**src/rtl/gcd_stein_param.sv**
```systemverilog
// Binary (Stein) GCD core: strips common factors of two in q_Sub, restores them in q_Mult.
// Start/Ack handshake, CEN single-step gating, one-hot state outputs, saturating cycle counter.
module gcd_stein_param #(
    parameter int WIDTH = 8,
    parameter int CNT_W = $clog2(WIDTH) + 1,
    parameter int CYC_W = 16
) (
    input  logic             Clk,
    input  logic             Reset,
    input  logic             CEN,
    input  logic             Start,
    input  logic             Ack,
    input  logic [WIDTH-1:0] Ain,
    input  logic [WIDTH-1:0] Bin,
    output logic [WIDTH-1:0] A,
    output logic [WIDTH-1:0] B,
    output logic [WIDTH-1:0] AB_GCD,
    output logic [CNT_W-1:0] i_count,
    output logic [CYC_W-1:0] Cycles,
    output logic             q_I,
    output logic             q_Sub,
    output logic             q_Mult,
    output logic             q_Done
);

    typedef enum logic [1:0] {S_I, S_SUB, S_MULT, S_DONE} state_t;

    state_t             state_q, state_d;
    logic [WIDTH-1:0]   a_q, a_d, b_q, b_d, gcd_q, gcd_d;
    logic [CNT_W-1:0]   cnt_q, cnt_d;
    logic [CYC_W-1:0]   cyc_q, cyc_d, cyc_inc;

    assign cyc_inc = (&cyc_q) ? cyc_q : cyc_q + 1'b1;

    always_comb begin
        state_d = state_q;
        a_d     = a_q;
        b_d     = b_q;
        gcd_d   = gcd_q;
        cnt_d   = cnt_q;
        cyc_d   = cyc_q;
        case (state_q)
            S_I: begin
                if (Start) begin
                    a_d     = Ain;
                    b_d     = Bin;
                    gcd_d   = '0;
                    cnt_d   = '0;
                    cyc_d   = '0;
                    state_d = S_SUB;
                end
            end
            S_SUB: begin
                cyc_d = cyc_inc;
                // Rule order matters: zero checks first, and A>B guards the subtraction.
                if (a_q == '0) begin
                    gcd_d   = b_q;
                    state_d = S_DONE;
                end else if (b_q == '0) begin
                    gcd_d   = a_q;
                    state_d = S_DONE;
                end else if (a_q == b_q) begin
                    gcd_d   = a_q;
                    state_d = (cnt_q == '0) ? S_DONE : S_MULT;
                end else if (!a_q[0] && !b_q[0]) begin
                    a_d   = a_q >> 1;
                    b_d   = b_q >> 1;
                    cnt_d = cnt_q + 1'b1;
                end else if (!a_q[0]) begin
                    a_d = a_q >> 1;
                end else if (!b_q[0]) begin
                    b_d = b_q >> 1;
                end else if (a_q > b_q) begin
                    a_d = a_q - b_q;
                end else begin
                    b_d = b_q - a_q;
                end
            end
            S_MULT: begin
                gcd_d = gcd_q << 1;
                cnt_d = cnt_q - 1'b1;
                cyc_d = cyc_inc;
                if (cnt_q == CNT_W'(1)) state_d = S_DONE;
            end
            S_DONE: begin
                if (Ack) state_d = S_I;
            end
            default: state_d = S_I;
        endcase
    end

    always_ff @(posedge Clk) begin
        if (Reset) begin
            state_q <= S_I;
            a_q     <= '0;
            b_q     <= '0;
            gcd_q   <= '0;
            cnt_q   <= '0;
            cyc_q   <= '0;
        end else if (CEN) begin
            state_q <= state_d;
            a_q     <= a_d;
            b_q     <= b_d;
            gcd_q   <= gcd_d;
            cnt_q   <= cnt_d;
            cyc_q   <= cyc_d;
        end
    end

    assign A       = a_q;
    assign B       = b_q;
    assign AB_GCD  = gcd_q;
    assign i_count = cnt_q;
    assign Cycles  = cyc_q;
    assign q_I     = (state_q == S_I);
    assign q_Sub   = (state_q == S_SUB);
    assign q_Mult  = (state_q == S_MULT);
    assign q_Done  = (state_q == S_DONE);

endmodule

```
**config.mk**
```make
export PLATFORM = sky130hd
export DESIGN_NAME = gcd_stein_param
export DESIGN_NICKNAME = d
export VERILOG_FILES = /design/src/rtl/gcd_stein_param.sv
export SDC_FILE = /design/constraint.sdc
export NUM_CORES = 1
export LEC_CHECK = 0
export ABC_AREA = 1
export CAP_MARGIN = 20
export CORE_AREA = 5 5 104 106
export DETAILED_ROUTE_END_ITERATION = 10
export DIE_AREA = 0 0 109 111
export PLACE_DENSITY = 0.72
export SYNTH_ARGS = -nofsm -noshare
export SYNTH_HDL_FRONTEND = slang
export SYNTH_SLANG_ARGS = --single-unit
```
**constraint.sdc**
```tcl
create_clock -name Clk -period 2.6 [get_ports Clk]
set_input_delay 0.39 -clock Clk [delete_from_list [all_inputs] [get_ports Clk]]
set_output_delay 0.39 -clock Clk [all_outputs]
set_load 0.01 [all_outputs]
```
==> key figures <==
Place
  • Detailed placement HPWL: 9010 um
  • Placed inst area: 0.00456 sq mm
  • GPL Wtd Cong: 0.989
  • Number of port buffers: 68

Layout
  • Fraction of layout cells with a size suffix above 1: 7.70%
  • Final #Nets: 697
  • # diodes: 0
  • Fin util: 47.9%
  • Fillers: 1,011
  • Growth of design area from synthesis to finish: 22.6%
  • Register area: 921 sq um
  • Fin area: 0.00464 sq mm
  • Multi-input logic area: 0.00250 sq mm

Global routing
  • Initial antenna violation count: 0
  • Vias in the first global route: 3,832
  • GRT Total Usage: 19.2%
  • First-pass GRT wire length: 18,800 um
  • Largest net degree at the start of global routing: 29
  • Gr ovfl total: 0

Pwr
  • P_leak: 1.90 nW
  • Worst VDD drop: 0.350 mV
  • Cell Pwr Density: 927 mW/mm^2

Drt
  • DRC viols: 0
  • Met2 routed WL: 5480 um
  • Max Used Layer: met4
  • DRT Wirelength: 11,700 um
  • Drt pass-1 iters: 5
  • Length of routed met3 wiring: 878 um
  • Vias: 4,012
  • First DRT Iteration DRCs: 172
  • WL per Instance: 14.9 um
  • Metal-1 WL: 5090 um
  • Antenna Nets Post-Route: 0
  • Via density per instance: 5.13

Critical path
  • Max FO, Critical Path: 13
  • Setup CP Type: flip-flop to flip-flop
  • R2R Path Start: A[0]
  • Critical Path Start: A[0]
  • CP endpoint kind: flip-flop
  • Worst EP arrival: 2530 ps
  • WP data required: 2840 ps
  • Reg-to-reg slack, setup: 310 ps
  • Startpoint types: flip-flop

Clock network
  • Clk Latency, worst-skew pair: 320 ps
  • CTS Hold Buffers Added: 0
  • CTS Buf Count: 5
  • TritonCTS clock tree: yes
  • Worst-case clock buffer depth: 2
  • Clock-pin slew on the worst setup and hold paths: 120 ps
  • Root buf cell: clkbuf_8
  • CTS sink count: 46
  • # resized after CTS: 0
  • Postcts setup bufs: 0
  • H-tree levels: 2

Status
  • Status: finished clean

Die
  • Chip height: 111 um
  • Std cell rows: 36
  • I/O pins: 69
  • Die width: 109 um
  • Initial cell density of the core: 39.1%
  • Core area: 0.00968 sq mm
  • Die area: 0.0121 sq mm

Yosys
  • Yosys top cell area share: 24.3%
  • Main synth FF type: dfxtp_1
  • FFs w/ async S/R, synth: 0%
  • Synth area leaders: dfxtp_1 24%, nand2_1 16%, a21oi_1 9.0%
  • Sequential share of the synthesized area: 24.3%
  • Cells after Synth: 585
  • Syn Nets: 634
  • Post-synth top area cell: dfxtp_1
  • Number of library cell types mapped by synthesis: 40
  • EDFF count, synth: 0
  • Synth Cell Area: 0.00379 sq mm
  • Yosys reg bits: 46
  • Synth warn: 0
  • Syn Area/Cell: 6.47 sq um

Min path
  • Hold Crit Start: AB_GCD[6]
  • Worst hold path type: flip-flop to flip-flop

Timing
  • RSZ-0062 raised after global routing: false
  • Worst-case clock skew: 26.1 ps
  • Slew headroom: 55.0%
  • Hold Vio Cnt, Final: 0
  • Final TNS setup: 0 ps
  • Worst hold slack: 488 ps
  • Setup Viol. Count Final: 0
  • Least-Margin Pin Slew: 674 ps
  • Fin. max-slew vios: 0
  • Post-layout minimum cycle time: 2290 ps
  • Tcrit/Tclk final: 88.2%
  • Fmax achieved: 436 MHz

Job
  • MaxCap Viol Count: 0
-- cells by family (layout without fill, tap and decap cells) --
group | after synthesis | after routing | share of synthesized area [%]
adders and majority gates | 28 | 28 | 9.65
DFF | 46 | 46 | 24.3
buffers and inverters | 81 | 145 | 9.68
AOI/OAI and AO/OA | 111 | 111 | 16.4
and+or+nand+nor | 301 | 301 | 35.8
xor gates and xnor gates | 18 | 18 | 4.16
-- cells in the mapped netlist (3+ instances only) --
cell type    n
nand2_1    159
ha_1        26
a21oi_1     68
xor2_1      13
dfxtp_1     46
or2_2        9
nor2_2       3
nand2_2      4
buf_4        3
nor2_4       3
nand3_1     29
nor2_1      65
xnor2_1      5
o221ai_1     5
nand4_1     11
nand3_2      5
inv_1       59
nor3_1       7
o21ai_0     25
buf_6        5
clkbuf_1     8
-- path summary, 6_finish.rpt --
check	endpoint	cells past startpoint
max	B[4]	14
min	AB_GCD[6]	2
max reg2reg	B[4]	14
min reg2reg	AB_GCD[6]	2
-- report_power, final --
group	switching (mW)	leakage, nW	internal, mW
Clock	0.287	0.0452	0.191
Sequential	0.152	0.375	0.815
Combinational	1.82	1.48	1.04
-- layout make-up --
type	count	share of cell area [%]
Timing Repair Buffer	76	16.0
Multi-Input combinational cell	458	53.8
Sequential cell	46	19.8
Clock inverter	2	0.296
Inverter	61	4.93
Tap cell	133	3.58
Clock buffer	6	1.56
-- metal layers --
metal	GRT usage, %	vias to the layer above
li1	-	2020
met1	24.9	1825
met2	31.3	141
met3	4.37	26
met4	5.81	0
met5	0	-
-- placed cells by master (no fill, tap or decap), types with 13 or more instances in the layout --
cell type        count
a21oi_1             68
clkdlybuf4s50_1     68
dfxtp_1             46
ha_1                26
inv_1               59
nand2_1            159
nand3_1             29
nor2_1              65
o21ai_0             25
xor2_1              13
-- state kept, by name, indices dropped and copies added, names as in the netlist --
signal	flops
A	8
i_count	4
AB_GCD	8
B	8
state_q	2
Cycles	16
-- per-stage QoR --
| step | worst slack (ps) | total power, mW | instances |
|---|---|---|---|
| 5_1_grt | 67.0 | 4.68 | 782 |
| 2_1_floorplan | 405 | 3.00 | 585 |
| 3_3_place_gp | 366 | 3.81 | 774 |
| 3_5_place_dp | 302 | 3.82 | 774 |
| 6_report | 308 | 4.31 | 782 |
| 4_1_cts | 284 | 4.30 | 782 |
-- critical path, stage by stage, from the launching register on --
cell     delay (ps)
dfxtp_1         330
inv_1           150
ha_1            170
inv_1            70
fa_1            410
nand3_1         100
nand3_2         100
nand2_1          90
nand2_2          90
nand4_1         120
nand3_2         260
nor2_1          170
nand2_1          60
nand2_1          60
inv_1            30
No activity file was read; power rests on OpenSTA's default activity.
